### src/rtl/tile_origin_seq_if.sv
// Tile origin stream bundle.
// The sequencer drives the beat (out_valid, tile_idx, org_x, org_y, key, out_last) and the
// status flags (busy, done); the consumer drives start, abort and out_ready.
//   master : sequencer side
//   slave  : consumer / controller side
interface tile_origin_seq_if #(
  parameter int unsigned IDX_W = 4,
  parameter int unsigned ORG_W = 12,
  parameter int unsigned KEY_W = 11
);
  logic             start;
  logic             abort;
  logic             out_valid;
  logic             out_ready;
  logic [IDX_W-1:0] tile_idx;
  logic [ORG_W-1:0] org_x;
  logic [ORG_W-1:0] org_y;
  logic [KEY_W-1:0] key;
  logic             out_last;
  logic             busy;
  logic             done;

  modport master (
    input  start, abort, out_ready,
    output out_valid, tile_idx, org_x, org_y, key, out_last, busy, done
  );

  modport slave (
    output start, abort, out_ready,
    input  out_valid, tile_idx, org_x, org_y, key, out_last, busy, done
  );
endinterface

### src/rtl/tile_origin_seq.sv
// Tile origin sequencer: sweeps a GRID_X x GRID_Y tiling in row-major order and emits one
// valid/ready beat per tile with its linear index, pixel origin and packed row/col key.
// Ports:
//   clk  : rising-edge clock
//   rst  : synchronous active-high reset
//   bus  : tile_origin_seq_if.master (start/abort/out_ready in; beat, busy, done out)
// All origins and keys are built with accumulators so no multipliers are inferred.
module tile_origin_seq #(
  parameter int unsigned GRID_X    = 3,
  parameter int unsigned GRID_Y    = 3,
  parameter int unsigned STRIDE_X  = 640,
  parameter int unsigned STRIDE_Y  = 640,
  parameter int unsigned KEY_PITCH = 640,
  parameter int unsigned ORG_W     = 12,
  parameter int unsigned KEY_W     = 11,
  parameter int unsigned IDX_W     = 4
) (
  input  logic               clk,
  input  logic               rst,
  tile_origin_seq_if.master  bus
);

  localparam int unsigned COL_W = (GRID_X > 1) ? $clog2(GRID_X) : 1;
  localparam int unsigned ROW_W = (GRID_Y > 1) ? $clog2(GRID_Y) : 1;

  localparam logic [ORG_W-1:0] StepX = ORG_W'(STRIDE_X);
  localparam logic [ORG_W-1:0] StepY = ORG_W'(STRIDE_Y);
  localparam logic [KEY_W-1:0] Pitch = KEY_W'(KEY_PITCH);

  typedef enum logic [1:0] {StIdle, StRun, StDone} state_e;

  state_e state_q, state_d;

  logic [COL_W-1:0] col_q, col_d;
  logic [ROW_W-1:0] row_q, row_d;
  logic [ORG_W-1:0] ox_q, ox_d;
  logic [ORG_W-1:0] oy_q, oy_d;
  logic [KEY_W-1:0] key_q, key_d;
  logic [KEY_W-1:0] row_base_q, row_base_d;
  logic [IDX_W-1:0] idx_q, idx_d;

  logic run;
  logic col_end;
  logic last_tile;
  logic hs;

  assign run       = (state_q == StRun);
  assign col_end   = (col_q == COL_W'(GRID_X - 1));
  assign last_tile = col_end && (row_q == ROW_W'(GRID_Y - 1));
  assign hs        = run && bus.out_ready;

  // State register
  always_ff @(posedge clk) begin
    if (rst) begin
      state_q <= StIdle;
    end else begin
      state_q <= state_d;
    end
  end

  // Next-state logic; abort beats a simultaneous final handshake so no done is raised.
  always_comb begin
    state_d = state_q;
    unique case (state_q)
      StIdle: if (bus.start) state_d = StRun;
      StRun: begin
        if (bus.abort) begin
          state_d = StIdle;
        end else if (hs && last_tile) begin
          state_d = StDone;
        end
      end
      StDone:  state_d = StIdle;
      default: state_d = StIdle;
    endcase
  end

  // Tile counters and origin accumulators
  always_comb begin
    col_d      = col_q;
    row_d      = row_q;
    ox_d       = ox_q;
    oy_d       = oy_q;
    key_d      = key_q;
    row_base_d = row_base_q;
    idx_d      = idx_q;
    if (run && (state_d != StRun)) begin
      // Leaving the sweep (finished or aborted): park everything at the first tile.
      col_d      = '0;
      row_d      = '0;
      ox_d       = '0;
      oy_d       = '0;
      key_d      = '0;
      row_base_d = '0;
      idx_d      = '0;
    end else if (hs) begin
      idx_d = idx_q + IDX_W'(1);
      if (col_end) begin
        col_d      = '0;
        row_d      = row_q + ROW_W'(1);
        ox_d       = '0;
        oy_d       = oy_q + StepY;
        row_base_d = row_base_q + Pitch;
        key_d      = row_base_q + Pitch;
      end else begin
        col_d = col_q + COL_W'(1);
        ox_d  = ox_q + StepX;
        key_d = key_q + KEY_W'(1);
      end
    end
  end

  always_ff @(posedge clk) begin
    if (rst) begin
      col_q      <= '0;
      row_q      <= '0;
      ox_q       <= '0;
      oy_q       <= '0;
      key_q      <= '0;
      row_base_q <= '0;
      idx_q      <= '0;
    end else begin
      col_q      <= col_d;
      row_q      <= row_d;
      ox_q       <= ox_d;
      oy_q       <= oy_d;
      key_q      <= key_d;
      row_base_q <= row_base_d;
      idx_q      <= idx_d;
    end
  end

  // Outputs: beat fields are forced to zero whenever no beat is presented.
  always_comb begin
    bus.out_valid = run;
    bus.busy      = run;
    bus.done      = (state_q == StDone);
    bus.out_last  = run && last_tile;
    bus.tile_idx  = run ? idx_q : '0;
    bus.org_x     = run ? ox_q  : '0;
    bus.org_y     = run ? oy_q  : '0;
    bus.key       = run ? key_q : '0;
  end

endmodule

### src/flat_wrapper.sv
// flat-port wrapper written by rule: the top's interface ports become plain ports
module tile_origin_seq_flat 
#(
  parameter int unsigned GRID_X    = 3,
  parameter int unsigned GRID_Y    = 3,
  parameter int unsigned STRIDE_X  = 640,
  parameter int unsigned STRIDE_Y  = 640,
  parameter int unsigned KEY_PITCH = 640,
  parameter int unsigned ORG_W     = 12,
  parameter int unsigned KEY_W     = 11,
  parameter int unsigned IDX_W     = 4
)
  (clk, rst, bus_start, bus_abort, bus_out_ready, bus_out_valid, bus_tile_idx, bus_org_x, bus_org_y, bus_key, bus_out_last, bus_busy, bus_done);
  tile_origin_seq_if #(.IDX_W(IDX_W), .ORG_W(ORG_W), .KEY_W(KEY_W)) bus_i ();
  input  logic clk;
  input  logic rst;
  input wire logic [$bits(bus_i.start)-1:0] bus_start;
  input wire logic [$bits(bus_i.abort)-1:0] bus_abort;
  input wire logic [$bits(bus_i.out_ready)-1:0] bus_out_ready;
  output wire logic [$bits(bus_i.out_valid)-1:0] bus_out_valid;
  output wire logic [$bits(bus_i.tile_idx)-1:0] bus_tile_idx;
  output wire logic [$bits(bus_i.org_x)-1:0] bus_org_x;
  output wire logic [$bits(bus_i.org_y)-1:0] bus_org_y;
  output wire logic [$bits(bus_i.key)-1:0] bus_key;
  output wire logic [$bits(bus_i.out_last)-1:0] bus_out_last;
  output wire logic [$bits(bus_i.busy)-1:0] bus_busy;
  output wire logic [$bits(bus_i.done)-1:0] bus_done;
  assign bus_i.start = bus_start;
  assign bus_i.abort = bus_abort;
  assign bus_i.out_ready = bus_out_ready;
  assign bus_out_valid = bus_i.out_valid;
  assign bus_tile_idx = bus_i.tile_idx;
  assign bus_org_x = bus_i.org_x;
  assign bus_org_y = bus_i.org_y;
  assign bus_key = bus_i.key;
  assign bus_out_last = bus_i.out_last;
  assign bus_busy = bus_i.busy;
  assign bus_done = bus_i.done;
  tile_origin_seq #(.GRID_X(GRID_X), .GRID_Y(GRID_Y), .STRIDE_X(STRIDE_X), .STRIDE_Y(STRIDE_Y), .KEY_PITCH(KEY_PITCH), .ORG_W(ORG_W), .KEY_W(KEY_W), .IDX_W(IDX_W)) u_core (.clk(clk), .rst(rst), .bus(bus_i));
endmodule
### config.mk
export PLATFORM = sky130hd
export DESIGN_NAME = tile_origin_seq_flat
export DESIGN_NICKNAME = d
export VERILOG_FILES = /design/src/rtl/tile_origin_seq_if.sv /design/src/rtl/tile_origin_seq.sv /design/src/flat_wrapper.sv
export SDC_FILE = /design/constraint.sdc
export NUM_CORES = 1
export LEC_CHECK = 0
export ABC_CLOCK_PERIOD_IN_PS = 2100
export BUFFER_PORTS_ARGS = -buffer_cell sky130_fd_sc_hd__buf_2
export CORE_MARGIN = 2
export CORE_UTILIZATION = 53
export CTS_CLUSTER_DIAMETER = 80
export DETAILED_ROUTE_END_ITERATION = 7
export PLACE_DENSITY_LB_ADDON = 0.25
export RECOVER_POWER = 100
export SYNTH_ARGS = -nofsm -noshare
export SYNTH_HDL_FRONTEND = slang
export SYNTH_SLANG_ARGS = --single-unit
### constraint.sdc
create_clock -name clk -period 2.1 [get_ports clk]
set_clock_uncertainty 0.15 [all_clocks]
set_input_delay 0.42 -clock clk [delete_from_list [all_inputs] [get_ports clk]]
set_output_delay 0.42 -clock clk [all_outputs]
set_load 0.05 [all_outputs]
# Word level (Yosys, flattened, before mapping)

Index checks and enable logic that the tools add are counted.

Equal/unequal tests: 5
Mux-type cells: 11
Reductions and logical operators: 8
Add/subtract/negate cells: 7

Operators with widths:

| kind                                                  | number |
|---|---|
| 2-to-1 mux 12 bit                                     | 3 |
| adder 12 x 10 -> 12 bit, second input constant        | 2 |
| 2-to-1 mux 11 bit                                     | 2 |
| adder 11 x 1 -> 11 bit, second input constant         | 1 |
| adder 11 x 10 -> 11 bit, second input constant        | 1 |
| 2-to-1 mux 2 bit                                      | 4 |
| equality test 2 bit, second input constant            | 3 |
| logical AND 1 bit                                     | 5 |
| adder 2 x 1 -> 2 bit, second input constant           | 2 |
| adder 4 x 1 -> 4 bit, second input constant           | 1 |
| 2-to-1 mux 4 bit                                      | 1 |
| case mux 2 bit (2 select lines)                       | 1 |
| equality test 2 x 1 -> 1 bit, second input constant   | 1 |
| logical NOT 2 bit                                     | 1 |
| inequality test 2 x 1 -> 1 bit, second input constant | 1 |
| AND reduction 2 bit                                   | 1 |
| OR reduction 2 bit                                    | 1 |

Output and inout port bits: 43
Word-level logic and storage cells: 39
Bits in registers: 56
Bits of input ports: 5

# Logic depth before layout (Yosys ltp)

Gate-level depths: netlist (run 1).

Depth in word-level cells: 9
Depth in mapped cells: 6
Gate-level depth less buffers: 5

# Worst setup path before layout (run 1)

Ideal clock, no wire load.

Path type: flip-flop to output port
From: reg u_core.state_q[0]
To: out bus_org_x[10]
Cell stages (with the launch flop): 5
Path buffers: 1
Slack: -125 ps
Arrival: 1655 ps
Required time: 1530 ps
Cells stage by stage: dfxtp_1 -> or2b_2 -> inv_1 -> buf_2 -> and2_1

Word-level cells in the longest chain between the ends: 2

RTL lines:

| element                      | line                   | text |
|---|---|---|
| from (decl)                  | tile_origin_seq.sv:32  | `state_e state_q, state_d;` |
| from (signal assigned)       | tile_origin_seq.sv:55  | `state_q <= StIdle;` |
| from (signal assigned)       | tile_origin_seq.sv:57  | `state_q <= state_d;` |
| equality test 2 x 1 -> 1 bit | tile_origin_seq.sv:47  | `assign run = (state_q == StRun);` |
| via bus_busy                 | flat_wrapper.sv:26     | `output wire logic [$bits(bus_i.busy)-1:0] bus_busy;` |
| 2-to-1 mux 12 bit            | tile_origin_seq.sv:140 | `bus.org_x = run ? ox_q : '0;` |
| to (decl)                    | flat_wrapper.sv:22     | `output wire logic [$bits(bus_i.org_x)-1:0] bus_org_x;` |

The timed path passes the listed nets, and every way through them passes these cells.

# Worst setup path after layout (run 1)

From: reg u_core.state_q[0]
To: out bus_out_last

Word-level cells in the longest chain between the ends: 2

RTL lines:

| element                      | line                   | text |
|---|---|---|
| equality test 2 x 1 -> 1 bit | tile_origin_seq.sv:47  |  |
| logical AND 1 bit            | tile_origin_seq.sv:138 | `bus.out_last = run && last_tile;` |
| to (decl)                    | flat_wrapper.sv:25     | `output wire logic [$bits(bus_i.out_last)-1:0] bus_out_last;` |

Every way passes these cells.

==> flow_summary.ini, run 1 <==
[floorplanning]
fp.coreArea_um2 = 3420
die_y_um = 64.4
fp.dieW_um = 64.4
rows = 21
die_area_um2 = 4140
pin_count = 48
start_util_pct = 56.6

[clocking]
clock-sinks = 35
clock_latency_ns = 0.35
cts.clk_slew.worst_paths_ns = 0.11
htreeDepth = 2
cts_root_buffer = clkbuf_4
cts_made_buffers = 5
clockBufferDepth = 2
cts_tree = yes

[global_routing]
top_usage_layer = met2
grtUsageMet2_pct = 32.0
use_met1_pct = 26.7
track_usage_pct = 20.4
overflow = 0
grt_pass1_vias = 1471
grt_max_degree = 29
antenna_found_initial = 0
grt_pass1_wl_um = 6600
use_met3_pct = 5.81

[outcome]
outcome = completed

[synth]
ys_warn_count = 0
syn-instance-count = 236
netlist_area_um2 = 1930
ys_seq_elements = 35
synth_flop_cell = dfxtp_1
ys_seq_area_share_pct = 36.3
syn_avg_cell_area_um2 = 8.19
synth_cell_types = 40
async_reset_ff_share_pct = 0
synth_edf_count = 0

[job]
maxCapViolCount = 0

[sta]
fin_crit_sh_pct = 98.8
fmax_mhz = 482
slew_headroom_pct = 65.4
post-route-min-period_ns = 2.07
rsz0062_at_grt = true
finalHoldViolCount = 0
holdWs_ns = 0.129
slew_viol_final = 0
tightestPinTransition_ns = 0.518
setup_violations = 0

[pwr]
combPwrFrac_pct = 14.4
p_sw_w = 0.000366
peakVddDrop_mv = 0.378
leakage_nw = 1.02
power.share.sequential_pct = 52.9
power_switching_share_pct = 28.5
clockPowerShare_pct = 32.7
p_int_w = 0.000920
pwr_density_cell_nw_per_um2 = 523

[critical_path]
endpoint_kind = primary output
cp-start-kind = register
path_class = reg2out
rr_startpoint = u_core.key_q[0]
r2r_slack_ns = 0.27
r2r_end = u_core.key_q[10]
cp_max_fo = 7
r2r_cells = 5
arrival_ns = 1.50
worstPathRequired_ns = 1.53

[worst_hold_path]
hold_path_class = in2reg
whs_path_depth = 2
hold_end = u_core.state_q[1]
worstHoldStart = rst

[cells_and_area]
multi_input_area_um2 = 1130
antenna_cells = 0
fin_util_pct = 71.9
register_area_um2 = 703
syn2layout_area_growth_pct = 27.1
fillers = 258
fin_nets = 284
drive_above_1_share_pct = 27.0

[routing]
wl_um = 4110
drt_iter0_drc = 152
drtPass1Iterations = 4
num_vias = 1680
final_antenna_net_count = 0
routedWlPerCell_um = 12.9
routed_via_density = 5.25
drc_errors = 0

[placed_design]
post-dp-hpwl_um = 2680
place_congestion = 0.785
io_buffers = 33
[Yosys cell counts, types with 2 or more instances]
cell	number	area [um^2]
a21o_1	2	15.0
a21oi_1	20	100
a31oi_1	3	18.8
and2_1	26	163
and3_1	2	12.5
buf_2	8	40.0
buf_4	16	120
clkbuf_1	4	15.0
dfxtp_1	35	701
ha_1	6	75.1
inv_1	2	7.51
mux2i_1	2	20.0
nand2_1	14	52.6
nand3_1	7	35.0
nand3b_1	3	22.5
nand4_1	3	18.8
nor2_1	27	101
nor2b_1	2	12.5
nor3_1	11	55.1
o21ai_0	7	35.0
xnor2_1	10	87.6
xor2_1	8	70.1
[critical path: stages (launching register included)]
cell     delay, ns
dfxtp_2       0.34
or2b_4        0.29
inv_8         0.09
buf_6         0.12
and3_1        0.16
buf_6         0.16
[what timing repair did]
item / in CTS / in global routing
setup endpoints to repair: 28 / 23
setup buffers: 1 / 0
gates cloned: 0 / 2
resized for setup: 42 / 42
hold buffers: 0 / 0
[power by group through the flow]
stage | combinational (W) | clock (W) | sequential (W)
after floorplan | 0.000151 | 0 | 0.000693
after global placement | 0.000156 | 0 | 0.000695
after detailed placement | 0.000157 | 0 | 0.000696
after global routing | 0.000196 | 0.000468 | 0.000682
after CTS | 0.000167 | 0.000432 | 0.000680
final | 0.000185 | 0.000420 | 0.000680
[sequential cells by signal, indices dropped and copies added (netlist names)]
name,flops
u_core.oy_q,5
u_core.idx_q,4
u_core.row_q,2
u_core.ox_q,5
u_core.state_q,2
u_core.key_q,11
u_core.row_base_q,4
u_core.col_q,2
[final cells by class]
type                            count  share of cell area, %
Clock buffer                        8                   2.80
Inverter                            2                  0.611
Multi-Input combinational cell    184                   46.2
Sequential cell                    35                   28.6
Tap cell                           46                   2.34
Timing Repair Buffer               45                   19.4
[layer usage]
metal / routed length [um] / up-vias
li1: - / 845
met1: 1920 / 762
met2: 1880 / 65
met3: 245 / 8
met4: 67 / 0
met5: 0 / -
[logic make-up (layout without fill, tap and decap cells)]
logic type | count (synthesis) | after routing | synth area share, %
other | 1 | 14 | 0.194
AOI/OAI and AO/OA | 39 | 39 | 12.2
buffers and inverters | 30 | 55 | 9.46
adders and majority gates | 6 | 6 | 3.89
DFF | 35 | 35 | 36.3
muxes | 2 | 2 | 1.04
and+or+nand+nor | 105 | 105 | 28.8
xor gates and xnor gates | 18 | 18 | 8.16
[cells in the final DEF, fill, tap and decap left out, types with 7 or more instances in the layout]
master / count
dfxtp_1: 33
nor2_1: 27
a21oi_1: 20
nand2_1: 14
conb_1: 14
buf_8: 14
and2_4: 13
and2_1: 13
nor3_1: 11
buf_6: 11
xnor2_1: 10
buf_2: 10
buf_4: 9
xor2_1: 8
nand3_1: 7
o21ai_0: 7
[metrics by stage]
| stage | setup WS [ns] | cell area, um^2 | TNS, ns | power, W | std cells |
|---|---|---|---|---|---|
| after global routing | -0.0395 | 2460 | -0.340 | 0.00135 | 320 |
| final | 0.0257 | 2460 | 0 | 0.00129 | 320 |
| after global placement | 0.163 | 2110 | 0 | 0.000851 | 309 |
| after CTS | 0.0148 | 2300 | 0 | 0.00128 | 318 |
| after detailed placement | 0.107 | 2110 | 0 | 0.000853 | 309 |
| after floorplan | 0.0253 | 1990 | 0 | 0.000844 | 249 |
[worst max-delay path by stage]
stage / from / to
floorplan: u_core.state_q[0] / bus_key[2]
global placement: u_core.state_q[0] / bus_out_last
detailed placement: u_core.state_q[0] / bus_tile_idx[0]
CTS: u_core.col_q[1] / bus_out_last
global route: u_core.state_q[1] / bus_key[2]
finish: u_core.state_q[0] / bus_out_last
(Power assumes the default switching activity.)
==> inputs of run 2 (changes only) <==
Settings changed: CORE_UTILIZATION 53 to 40.
==> flow_summary.ini, run 2 (same netlist as run 1, synthesis figures left out) <==
[placed_design]
placed_area_um2 = 2120
dp_slack_ns = 0.205
post-dp-hpwl_um = 2670
place_congestion = 0.797
io_buffers = 33

[global_routing]
antenna_found_initial = 0
grt_pass1_vias = 1471
grt_pass1_wl_um = 6740
track_usage_pct = 16.0
overflow = 0
grt_max_degree = 29

[pwr]
power_switching_share_pct = 27.4
leakage_nw = 0.961
total_power_w = 0.00133
pwr_density_cell_nw_per_um2 = 577
p_int_w = 0.000967
p_sw_w = 0.000365
peakVddDrop_mv = 0.281
power.share.sequential_pct = 51.0
clockPowerShare_pct = 36.6
combPwrFrac_pct = 12.4

[cells_and_area]
post-route-cell-area_um2 = 2310
syn2layout_area_growth_pct = 19.5
fin_nets = 282
mostFrequentLayoutCells = dfxtp_1 (34), nor2_1 (27), buf_4 (25), a21oi_1 (20), and2_1 (15)
antenna_cells = 0
reg_top3 = u_core.key_q: 11 flops, u_core.ox_q: 5 flops, u_core.oy_q: 5 flops
drive_above_1_share_pct = 23.2
fin_util_pct = 49.2
layout_commonest_cell = dfxtp_1
largest_reg_flops = 11
regMostFlops = u_core.key_q

[sta]
tightestPinTransition_ns = 0.690
post-route-min-period_ns = 2.02
slew_viol_final = 0
fin_crit_sh_pct = 96.3
setup_tns_ns = 0
rsz0062_at_grt = false
fmax_mhz = 494
finalHoldViolCount = 0
finalWorstSetupSlack_ns = 0.0770
slew_headroom_pct = 53.9
setup_violations = 0

[routing]
num_vias = 1621
final_antenna_net_count = 0
drtPass1Iterations = 4
drt_iter0_drc = 55
routedWlPerCell_um = 12.3
wl_um = 3990
drc_errors = 0
routed_via_density = 4.99

[job]
maxCapViolCount = 0

[critical_path]
r2r_cells = 5
crit_slowest_cell = dfxtp_1
endpoint_kind = primary output
cp-start-kind = register
cp_num_buf_inv = 3
critPathMaxStageDelay_ns = 0.33
path_class = reg2out
path_delay_family = simple AND/OR/NAND/NOR gates
arrival_ns = 1.45
crit_cells = 5
worstPathRequired_ns = 1.53
path_cells = or2b_4 -> inv_4 -> buf_6 -> and2_0 -> buf_6
critPathCapture = bus_org_y[8]
cp_max_fo = 8
r2r_end = u_core.oy_q[11]
crit_top_cell = buf_6
rr_startpoint = u_core.col_q[1]
crit_start = u_core.state_q[0]
r2r_slack_ns = 0.19

[clocking]
clockBufferDepth = 2
post_cts_buffers = 0
clock_latency_ns = 0.29
cts_tree = yes
cts_root_buffer = clkbuf_8
cts.clk_slew.worst_paths_ns = 0.06
clock-sinks = 35
cts_made_buffers = 5
postCtsHoldBufs = 0
htreeDepth = 2

[outcome]
outcome = completed

[floorplanning]
fp.dieW_um = 73.5
pin_count = 48
die_y_um = 73.5
rows = 25
die_area_um2 = 5400
fp.coreArea_um2 = 4690
start_util_pct = 41.2

[worst_hold_path]
worstHoldStart = rst
hold_path_class = in2reg
whs_path_depth = 2
## run 2: cell types whose count changed in the layout (fill, tap and decap cells not counted), moves of 2 or more
cell / before / now
buf_8: 14 / 0
buf_4: 9 / 25
clkbuf_4: 5 / 0
clkbuf_2: 0 / 2
clkbuf_8: 2 / 6
and2_4: 13 / 0
clkbuf_1: 1 / 3
and2_2: 1 / 10
and2_0: 0 / 2
buf_2: 10 / 4
and2_1: 13 / 15
buf_6: 11 / 9
## run 2: layer usage
layer	share of wire [%]	track usage (%)
met4	1.3	5.05
met1	49	21.7
met5	0	0
met3	4.6	4.66
met2	45	24.4
## run 2: worst register-to-register path, cell delays in order (launching register included)
cell and delay, ns:
dfxtp_1 0.38, nor2b_1 0.29, clkbuf_1 0.49, o2111ai_1 0.24, xor2_1 0.17, nor2_1 0.05
## run 2: timing repair
action	CTS	global route
resized for setup	33	8
gates cloned	1	0
setup endpoints to repair	26	21
pin swaps	0	0
## run 2: area by class of cell
cell class | instances | area (um^2)
repair buffers | 43 | 330
well taps | 54 | 67.6
inverters | 2 | 10.0
clock inverters | 1 | 5.00
clock buffers | 6 | 82.6
flip-flops and latches | 35 | 702
fillers | 479 | 2380
multi-input cells | 184 | 1110
## run 2: worst min-delay path by stage
stage	end	slack (ns)
after floorplan	u_core.state_q[0]	0.28
after global placement	u_core.state_q[0]	0.31
after detailed placement	u_core.state_q[0]	0.31
after CTS	u_core.state_q[0]	0.19
after global routing	u_core.state_q[1]	0.18
final	u_core.state_q[1]	0.19
## run 2: power groups by stage
stage / Sequential (W) / Combinational, W / Clock [W]
after floorplan: 0.000693 / 0.000151 / 0
after global placement: 0.000694 / 0.000158 / 0
after detailed placement: 0.000694 / 0.000158 / 0
after CTS: 0.000679 / 0.000165 / 0.000506
after global routing: 0.000681 / 0.000181 / 0.000531
final: 0.000679 / 0.000166 / 0.000488
## run 2: per-stage QoR
step | instances | hold WS, ns
5_1_grt | 325 | 0.184
3_3_place_gp | 317 | 0.309
6_report | 325 | 0.186
2_1_floorplan | 249 | 0.284
4_1_cts | 325 | 0.187
3_5_place_dp | 317 | 0.314
==> inputs of run 3 (changes only) <==
Settings changed: ABC_AREA set to 1.
==> flow_summary.ini, run 3 <==
[placed_design]
post-dp-hpwl_um = 2830
dp_slack_ns = 0.366
dp_cells = 382
io_buffers = 33
place_congestion = 0.761

[floorplanning]
fp.coreArea_um2 = 4790
start_util_pct = 41.8
fp.dieW_um = 74.7
rows = 25
pin_count = 48
die_y_um = 74.7
die_area_um2 = 5580

[cells_and_area]
regMostFlops = u_core.key_q
reg_top3 = u_core.key_q: 11 flops, u_core.ox_q: 5 flops, u_core.oy_q: 5 flops
layout_commonest_cell = nor2_1
drive_above_1_share_pct = 17.6
stdcell_count = 390
fin_util_pct = 46.5
largest_reg_flops = 11
fin_nets = 333
mostFrequentLayoutCells = nor2_1 (65), nand2_1 (48), inv_1 (35), dfxtp_1 (35), clkbuf_2 (27)
syn2layout_area_growth_pct = 11.4
antenna_cells = 0

[routing]
final_antenna_net_count = 0
dr_wl_met2_um = 1700
num_vias = 1738
routed_via_density = 4.46
routedWlPerCell_um = 10.0
route.top_layer_used = met4
drc_errors = 0
drt_iter0_drc = 102
dr_wl_met3_um = 154
drt-met1-wl_um = 2020
drtPass1Iterations = 4
wl_um = 3910

[pwr]
peakVddDrop_mv = 0.333
leakage_nw = 0.906
pwr_density_cell_nw_per_um2 = 621

[critical_path]
cp_max_fo = 12
worstPathRequired_ns = 1.53
arrival_ns = 1.39
path_class = reg2out
crit_slowest_cell = dfxtp_1
path_delay_family = buffers and inverters
cp_num_buf_inv = 3
crit_cells = 5
r2r_end = u_core.oy_q[9]
critPathCapture = bus_out_last
rr_startpoint = u_core.state_q[1]
crit_start = u_core.state_q[1]
r2r_cells = 8
endpoint_kind = primary output
critPathMaxStageDelay_ns = 0.31
r2r_slack_ns = 0.28
path_cells = inv_1 -> nand2_4 -> buf_4 -> nor2_1 -> clkbuf_2
cp-start-kind = register

[clocking]
cts_made_buffers = 5
clockBufferDepth = 2
cts_root_buffer = clkbuf_8
postCtsHoldBufs = 0
post_cts_buffers = 0
clock-sinks = 35
clock_latency_ns = 0.29
htreeDepth = 2
cts.clk_slew.worst_paths_ns = 0.07
cts_tree = yes

[sta]
rsz0062_at_grt = false
slew_headroom_pct = 60.4
fmax_mhz = 510
tightestPinTransition_ns = 0.597
slew_viol_final = 0
setup_violations = 0
finalHoldViolCount = 0
fin_crit_sh_pct = 93.4
post-route-min-period_ns = 1.96
setup_tns_ns = 0
finalWorstSetupSlack_ns = 0.139

[synth]
syn-instance-count = 289
syn_avg_cell_area_um2 = 6.91
synth.largest_area_cell = dfxtp_1
ys_seq_elements = 35
synth_flop_cell = dfxtp_1
synth_top_area_share_pct = 35.1
async_reset_ff_share_pct = 0
ys_seq_area_share_pct = 35.1
netlist_area_um2 = 2000
synth_edf_count = 0
synth_common_cells = nor2_1 (64), nand2_1 (48), dfxtp_1 (35), inv_1 (35), a21oi_1 (21)
synth_area_leaders = dfxtp_1 (35%), nor2_1 (12%), nand2_1 (9.0%), inv_1 (6.6%), buf_4 (5.6%)
synth_cell_types = 31
ys_warn_count = 0
yosysMostFrequentCell = nor2_1

[outcome]
outcome = completed

[global_routing]
grt_max_degree = 26
grt_pass1_wl_um = 6430
grt_pass1_vias = 1410
track_usage_pct = 15.3
overflow = 0
antenna_found_initial = 0

[worst_hold_path]
hold_path_class = in2reg

[job]
maxCapViolCount = 0
==> run 3: cell count changes after synthesis, sizes merged, moves of 3 or more <==
cell and delta:
or2 +3, a31oi -3, xnor2 -10, nor3 -9, nand2 +38, nand3b -3, inv +35, and2 -27
nand3 +9, buf -4, nor2 +40
==> run 3: worst register-to-register path: stages, from the launching register on <==
cell and delay [ns]:
dfxtp_1 0.31, inv_1 0.10, nand2_4 0.11, nor2_1 0.21
nand3_1 0.12, nand2_1 0.11, nand3_2 0.09, nand2_2 0.39
nor2_1 0.10
==> run 3: routing by layer <==
metal | global-route usage (%) | vias up
met5 | 0 | -
met4 | 4.76 | 0
met3 | 4.42 | 5
met2 | 23.1 | 36
met1 | 21.2 | 768
li1 | - | 929
==> run 3: repair_timing <==
action                                  CTS  global route
endpoints found under the hold margin     0             0
endpoints found under the setup margin    0             6
resized for setup                         0             3
==> run 3: cell type report <==
cell class / count / area [um^2]
fillers: 531 / 2560
clock buffers: 8 / 100
flip-flops and latches: 35 / 701
well taps: 67 / 83.8
multi-input cells: 205 / 1000
repair buffers: 37 / 194
inverters: 38 / 145
==> run 3: power breakdown <==
part           total, W  switching (W)  leakage [nW]  internal [W]
clock          0.000538       0.000238        0.0515      0.000299
sequential     0.000681     0.00000916         0.283      0.000672
combinational  0.000164       0.000135         0.572     0.0000291
==> run 3: logic make-up after synthesis <==
family / synth area share [%]
and+or+nand+nor: 31.9
buffers and inverters: 16.8
DFF: 35.1
AOI/OAI and AO/OA: 8.33
xor gates and xnor gates: 3.95
adders and majority gates: 3.76
other: 0.188
==> run 3: worst min path at each step <==
stage               startpoint  slack (ns)  cells past startpoint           endpoint
3_5_place_dp   u_core.oy_q[10]        0.30                      2    u_core.oy_q[10]
2_1_floorplan  u_core.row_q[0]        0.29                      2    u_core.row_q[0]
4_1_cts              bus_abort        0.16                      2  u_core.state_q[1]
3_3_place_gp   u_core.row_q[0]        0.30                      2    u_core.row_q[0]
6_report             bus_abort        0.17                      2  u_core.state_q[1]
5_1_grt                    rst        0.17                      2  u_core.state_q[0]
==> run 3: per-stage QoR <==
stage	hold slack, ns	total power [W]	instance area, um^2
2_1_floorplan	0.286	0.000865	2050
3_3_place_gp	0.300	0.000863	2130
3_5_place_dp	0.303	0.000864	2130
4_1_cts	0.158	0.00140	2230
5_1_grt	0.167	0.00143	2230
6_report	0.166	0.00138	2230
